[src/rtl/out_port_scheduler_if.sv]
// out_port_scheduler_if
//   Bundles the scheduler's request/credit inputs and its grant/select
//   outputs for one output port of the 5-port wormhole router.
//
//   Signals:
//     req[NUM_IN-1:0]    input i has a head flit targeting this port
//     tail[NUM_IN-1:0]   head flit of input i is a tail / single-flit flit
//     credit_ret         downstream freed one buffer slot this cycle
//     grant[NUM_IN-1:0]  one-hot owner of the port, 0 when idle
//     sel[2:0]           crossbar select, owner index + 1, 0 = none
//     fire               a flit transfers this cycle (pop strobe)
//     credits[CW-1:0]    current downstream credit count
//     busy               port is locked to an owner
//     timeout            sticky watchdog flag
//
//   Modports:
//     master - upstream / environment side (drives req, tail, credit_ret)
//     slave  - scheduler side (drives grant, sel, fire, credits, busy, timeout)

interface out_port_scheduler_if #(
  parameter int NUM_IN = 5,
  parameter int CW     = 3
);
  logic [NUM_IN-1:0] req;
  logic [NUM_IN-1:0] tail;
  logic              credit_ret;
  logic [NUM_IN-1:0] grant;
  logic [2:0]        sel;
  logic              fire;
  logic [CW-1:0]     credits;
  logic              busy;
  logic              timeout;

  modport master (
    output req, tail, credit_ret,
    input  grant, sel, fire, credits, busy, timeout
  );

  modport slave (
    input  req, tail, credit_ret,
    output grant, sel, fire, credits, busy, timeout
  );
endinterface

[src/rtl/out_port_scheduler.sv]
// out_port_scheduler
//   Per-output-port scheduler of the 5-port wormhole router. Arbitrates the
//   input buffers round-robin, locks the port to the winner until its tail
//   flit has been sent, and tracks downstream credits so no flit is sent
//   into a full neighbour.
//
//   Ports:
//     clk   rising-edge clock
//     RST   asynchronous reset, active-low
//     bus   out_port_scheduler_if.slave (req/tail/credit_ret in,
//           grant/sel/fire/credits/busy/timeout out)
//
//   Optional build macro:
//     SCHED_TIMEOUT_EN - enables the lock watchdog. A locked owner that
//     moves no flit for 16 consecutive cycles is released and the sticky
//     timeout flag is set. Without it, timeout is tied low and a lock
//     persists until the tail flit is sent.
//
//   State | meaning
//   ------+-----------------------------------------------------------
//   IDLE  | no owner; arbitrate among requesters when credits are available
//   LOCK  | port owned by r_owner; flits move while owner requests and
//         | credits != 0; leave on tail fire (or watchdog expiry)

module out_port_scheduler #(
  parameter int NUM_IN     = 5,
  parameter int CREDIT_MAX = 4,
  parameter int CW         = 3
) (
  input logic                 clk,
  input logic                 RST,
  out_port_scheduler_if.slave bus
);

  typedef enum logic {
    IDLE = 1'b0,
    LOCK = 1'b1
  } state_t;

  state_t            r_state;
  logic [2:0]        r_owner;
  logic [2:0]        r_rr_ptr;
  logic [NUM_IN-1:0] r_grant;
  logic [2:0]        r_sel;
  logic              r_busy;
  logic [CW-1:0]     r_credits;

`ifdef SCHED_TIMEOUT_EN
  logic [3:0]        r_lock_cnt;
  logic              r_timeout;
`endif

  logic [2:0]        w_winner;
  logic              w_found;
  logic [2:0]        w_idx;
  logic              w_cred_ok;
  logic              w_fire;
  logic              w_tail_fire;
  logic              w_force;
  logic              w_release;
  logic [CW-1:0]     w_credits_nxt;

  // Round-robin search starting just after the last released owner, so the
  // previous winner is always the last one considered.
  always_comb begin
    w_winner = '0;
    w_found  = 1'b0;
    w_idx    = '0;
    for (int k = 1; k <= NUM_IN; k++) begin
      w_idx = 3'((32'(r_rr_ptr) + 32'(k)) % NUM_IN);
      if (!w_found && bus.req[w_idx]) begin
        w_found  = 1'b1;
        w_winner = w_idx;
      end
    end
  end

  assign w_cred_ok   = (r_credits != '0);
  assign w_fire      = (r_state == LOCK) && bus.req[r_owner] && w_cred_ok;
  assign w_tail_fire = w_fire && bus.tail[r_owner];

`ifdef SCHED_TIMEOUT_EN
  // A cycle that moves a flit clears the counter, so expiry only applies to
  // a full run of 16 idle lock cycles and never tears a moving packet.
  assign w_force = (r_state == LOCK) && !w_fire && (r_lock_cnt == 4'd15);
`else
  assign w_force = 1'b0;
`endif

  assign w_release = w_tail_fire || w_force;

  // Simultaneous fire and credit_ret cancel; returns at full depth are
  // dropped rather than wrapping the counter.
  always_comb begin
    w_credits_nxt = r_credits;
    if (w_fire && !bus.credit_ret) begin
      w_credits_nxt = r_credits - CW'(1);
    end else if (!w_fire && bus.credit_ret && (r_credits != CW'(CREDIT_MAX))) begin
      w_credits_nxt = r_credits + CW'(1);
    end
  end

  always_ff @(posedge clk or negedge RST) begin
    if (!RST) begin
      r_state    <= IDLE;
      r_owner    <= '0;
      r_rr_ptr   <= 3'd4;
      r_grant    <= '0;
      r_sel      <= '0;
      r_busy     <= 1'b0;
      r_credits  <= CW'(CREDIT_MAX);
`ifdef SCHED_TIMEOUT_EN
      r_lock_cnt <= '0;
      r_timeout  <= 1'b0;
`endif
    end else begin
      r_credits <= w_credits_nxt;

      case (r_state)
        IDLE: begin
          if (w_found && w_cred_ok) begin
            r_owner <= w_winner;
            r_grant <= NUM_IN'(1) << w_winner;
            r_sel   <= w_winner + 3'd1;
            r_busy  <= 1'b1;
            r_state <= LOCK;
          end
        end
        LOCK: begin
          // Non-owner requests are ignored here; a bubble from the owner
          // simply holds the lock.
          if (w_release) begin
            r_grant  <= '0;
            r_sel    <= '0;
            r_busy   <= 1'b0;
            r_rr_ptr <= r_owner;
            r_state  <= IDLE;
          end
        end
      endcase

`ifdef SCHED_TIMEOUT_EN
      if (r_state == LOCK) begin
        if (w_fire || w_force) begin
          r_lock_cnt <= '0;
        end else begin
          r_lock_cnt <= r_lock_cnt + 4'd1;
        end
        if (w_force) begin
          r_timeout <= 1'b1;
        end
      end else begin
        r_lock_cnt <= '0;
      end
`endif
    end
  end

  assign bus.grant   = r_grant;
  assign bus.sel     = r_sel;
  assign bus.fire    = w_fire;
  assign bus.credits = r_credits;
  assign bus.busy    = r_busy;
`ifdef SCHED_TIMEOUT_EN
  assign bus.timeout = r_timeout;
`else
  assign bus.timeout = 1'b0;
`endif

endmodule

[src/flat_wrapper.sv]
// flat-port wrapper written by rule: the top's interface ports become plain ports
module out_port_scheduler_flat 
#(
  parameter int NUM_IN     = 5,
  parameter int CREDIT_MAX = 4,
  parameter int CW         = 3
)
  (clk, RST, bus_req, bus_tail, bus_credit_ret, bus_grant, bus_sel, bus_fire, bus_credits, bus_busy, bus_timeout);
  out_port_scheduler_if #(.NUM_IN(NUM_IN), .CW(CW)) bus_i ();
  input logic clk;
  input logic RST;
  input wire logic [$bits(bus_i.req)-1:0] bus_req;
  input wire logic [$bits(bus_i.tail)-1:0] bus_tail;
  input wire logic [$bits(bus_i.credit_ret)-1:0] bus_credit_ret;
  output wire logic [$bits(bus_i.grant)-1:0] bus_grant;
  output wire logic [$bits(bus_i.sel)-1:0] bus_sel;
  output wire logic [$bits(bus_i.fire)-1:0] bus_fire;
  output wire logic [$bits(bus_i.credits)-1:0] bus_credits;
  output wire logic [$bits(bus_i.busy)-1:0] bus_busy;
  output wire logic [$bits(bus_i.timeout)-1:0] bus_timeout;
  assign bus_i.req = bus_req;
  assign bus_i.tail = bus_tail;
  assign bus_i.credit_ret = bus_credit_ret;
  assign bus_grant = bus_i.grant;
  assign bus_sel = bus_i.sel;
  assign bus_fire = bus_i.fire;
  assign bus_credits = bus_i.credits;
  assign bus_busy = bus_i.busy;
  assign bus_timeout = bus_i.timeout;
  out_port_scheduler #(.NUM_IN(NUM_IN), .CREDIT_MAX(CREDIT_MAX), .CW(CW)) u_core (.clk(clk), .RST(RST), .bus(bus_i));
endmodule
[config.mk]
export PLATFORM = sky130hd
export DESIGN_NAME = out_port_scheduler_flat
export DESIGN_NICKNAME = d
export VERILOG_FILES = /design/src/rtl/out_port_scheduler_if.sv /design/src/rtl/out_port_scheduler.sv /design/src/flat_wrapper.sv
export SDC_FILE = /design/constraint.sdc
export NUM_CORES = 1
export LEC_CHECK = 0
export ABC_AREA = 1
export CAP_MARGIN = 20
export CORE_UTILIZATION = 50
export CTS_CLUSTER_SIZE = 25
export DETAILED_ROUTE_END_ITERATION = 12
export PLACE_DENSITY = 0.72
export SYNTH_ARGS = -nofsm -noshare
export SYNTH_HDL_FRONTEND = slang
export SYNTH_SLANG_ARGS = --single-unit
[constraint.sdc]
create_clock -name clk -period 7.5 [get_ports clk]
set_clock_uncertainty 0.05 [all_clocks]
set_input_delay 0.75 -clock clk [delete_from_list [all_inputs] [get_ports clk]]
set_output_delay 0.75 -clock clk [all_outputs]
set_load 0.05 [all_outputs]
==> flow_metrics.env <==
export IMPL_clk_pin_slew_ns=0.07
export IMPL_synth_top_area_share_pct=21.3
export IMPL_layout_drive_gt1_share_pct=8.48
export IMPL_vias=2632
export IMPL_fillers=484
export IMPL_first_pass_iters=5
export IMPL_coreArea_um2=4850
export IMPL_row_count=25
export IMPL_r2r_start="u_core.r_rr_ptr[0]$_DFFE_PN0P_"
export IMPL_final_setup_viol_count=0
export IMPL_netlist_area_um2=2590
export IMPL_grt_max_degree=22
export IMPL_crit_path_start_kind="flip-flop"
export IMPL_drtAntennaViolNets=0
export IMPL_hold_viol_final=0
export IMPL_synth_cell_types=37
export IMPL_syn2layout_area_growth_pct=13.6
export IMPL_worstPathRequired_ns=7.65
export IMPL_wl_mm=6.14
export IMPL_diodes=0
export IMPL_crit_path_start="u_core.r_rr_ptr[0]$_DFFE_PN0P_"
export IMPL_wl_per_cell_um=11.9
export IMPL_drv_slew=0
export IMPL_critPathBufInv=5
export IMPL_num_io_pins=27
export IMPL_syn_nets=464
export IMPL_yosys_warnings=0
export IMPL_cp_arrival_ns=5.38
export IMPL_post_cts_buffers=0
export IMPL_synth_common_cells="147 x nand2_1, 59 x nand3_1, 57 x inv_1"
export IMPL_synth_top_area_cell="nand2_1"
export IMPL_grt_pass1_wl_mm=10.2
export IMPL_fin_util_pct=60.6
export IMPL_initial_utilization_pct=53.4
export IMPL_viasPerCell=5.11
export IMPL_max_cap_violations=0
export IMPL_tritoncts="built"
export IMPL_seq_area_frac_synth_pct=18.5
export IMPL_clockRootBuffer="clkbuf_8"
export IMPL_numCtsBuffers=3
export IMPL_avgSynthCellArea_um2=6.11
export IMPL_first_global_vias=2212
export IMPL_crit_path_max_fanout=21
export IMPL_place_congestion=0.856
export IMPL_slew_headroom_pct=44.2
export IMPL_path_cells="clkinv_1, ha_1, inv_1, ha_1, inv_1, ha_1, nand3b_1, o21ai_2, nand2_1, nand2_1, nand2_1, nor2_1, nand3_1, nand2_2, inv_2, nor2_2, nand2_1, nand2_1, inv_1, ha_1, ha_1, or2_1, nand2_1"
export IMPL_end_kind="flip-flop"
export IMPL_clockBufferDepth=2
export IMPL_synth_most_common_cell="nand2_1"
export IMPL_slowest_delay_ns=0.80
export IMPL_cpMostUsedCell="nand2_1"
export IMPL_antenna_found_initial=0
export IMPL_grtUsageTotal_pct=23.5
export IMPL_dp_hpwl_mm=4.96
export IMPL_remaining_drc_errors=0
export IMPL_synth_edf_count=0
export IMPL_path_delay_family="adder cells"
export IMPL_htree_levels=1
export IMPL_crit_type="flip-flop to flip-flop"
export IMPL_die_w_um=74.0
export IMPL_netlist_instances=424
export IMPL_die_area_um2=5470
export IMPL_ys_flop_type="dfrtp_1"
export IMPL_clkLatencyLatePin_ns=0.26
export IMPL_overflow=0
export IMPL_nNetsFinal=489
export IMPL_hold_path_class="flip-flop to flip-flop"
export IMPL_cts_sinks=19
export IMPL_grt_setup_unrepaired="no"
export IMPL_worstMarginPinSlew_ns=0.834
export IMPL_ys_seq_elements=19
export IMPL_final_period_utilization_pct=69.8
export IMPL_outcome="finished clean"
export IMPL_max_freq_ghz=0.191
export IMPL_drtIter0Drc=190
export IMPL_numPortBuffers=25
export IMPL_ys_async_sr_fraction_pct=100
export IMPL_hp_start="u_core.bus.busy$_DFFE_PN0P_"
export IMPL_critPathSlowestCell="dfrtp_1"
export IMPL_period_needed_ns=5.23
export IMPL_post_cts_resized=0
export IMPL_die_h_um=74.0
export IMPL_hold_buffers=0
export IMPL_synth_area_top_cells="nand2_1 21%, dfrtp_1 16%, ha_1 13%"
export IMPL_setup_tns_ns=0
## final timing paths
| kind | cells past startpoint | slack, ns | end |
|---|---|---|---|
| max | 23 | 2.27 | u_core.bus.sel[2]$_DFFE_PN0P_ |
| min reg2reg | 2 | 0.42 | u_core.bus.busy$_DFFE_PN0P_ |
| min | 2 | 0.42 | u_core.bus.busy$_DFFE_PN0P_ |
| min in group asynchronous | 1 | 0.92 | u_core.bus.grant[2]$_DFFE_PN0P_ |
| max in group asynchronous | 1 | 5.97 | u_core.r_owner[2]$_DFFE_PN0P_ |
| max reg2reg | 23 | 2.27 | u_core.bus.sel[2]$_DFFE_PN0P_ |
## cell families (layout without fill, tap and decap cells)
family,after synthesis,count (layout),synth area share [%]
other,1,1,0.145
XOR/XNOR,7,7,2.37
buffers and inverters,71,95,10.6
AO/OA/AOI/OAI,34,34,7.98
adder cells (fa/ha/maj),27,27,13.3
AND/OR/NAND/NOR,265,265,47.1
flip-flops,19,19,18.5
## sequential cells by signal, indices dropped and copies added, names as in the netlist
register            flops
u_core.bus.busy         1
u_core.bus.credits      3
u_core.bus.grant        5
u_core.bus.sel          3
u_core.r_owner          3
u_core.r_rr_ptr         3
u_core.r_state          1
## area by class of cell
class,instances,area [um^2],share of cell area (%)
multi-input cells,334,1840,62.4
inverters,66,248,8.43
clock buffers,4,45.0,1.53
repair buffers,25,250,8.51
well taps,67,83.8,2.85
flip-flops and latches,19,478,16.3
## routing by layer
layer	global-route usage, %	wire length (um)	up-vias
met5	0	0	-
met4	3.21	34	0
met3	2.85	293	4
met2	35.3	2510	70
met1	36.7	3300	1164
li1	-	-	1394
## worst reg2reg max path: stages (launching register included)
cell	delay [ns]
dfrtp_1	0.80
clkinv_1	0.51
ha_1	0.77
inv_1	0.24
ha_1	0.27
inv_1	0.06
ha_1	0.22
nand3b_1	0.17
o21ai_2	0.21
nand2_1	0.12
nand2_1	0.11
nand2_1	0.10
nor2_1	0.10
nand3_1	0.09
nand2_2	0.16
inv_2	0.05
nor2_2	0.14
nand2_1	0.09
nand2_1	0.12
inv_1	0.08
ha_1	0.19
ha_1	0.26
or2_1	0.22
nand2_1	0.06
## through the flow
step | hold slack, ns | cells | setup slack, ns | cell area [um^2]
after global placement | 0.405 | 511 | 2.48 | 2900
after floorplan | 0.404 | 424 | 3.55 | 2590
final | 0.422 | 515 | 2.27 | 2940
after global routing | 0.453 | 515 | 1.82 | 2940
after CTS | 0.428 | 515 | 2.30 | 2940
after detailed placement | 0.413 | 511 | 2.31 | 2900
## cells in the final DEF, fill, tap and decap left out, drive strengths merged
cell and instances:
conb 1, nand3 64, o21ai 21, nor2 28, xor2 5, dfrtp 17, nor3 3, ha 26
nand3b 3, nand2 158, clkinv 2, dfstp 2, or2 2, clkdlybuf4s50 25, fa 1, clkbuf 4
xnor2 2, o22ai 1, nand4 7, inv 64, a32o 1, a31oi 1, a21oi 9, o31ai 1
Power is not shown: default switching activity piles up to over one toggle a cycle in this logic, so the estimate is an artifact.
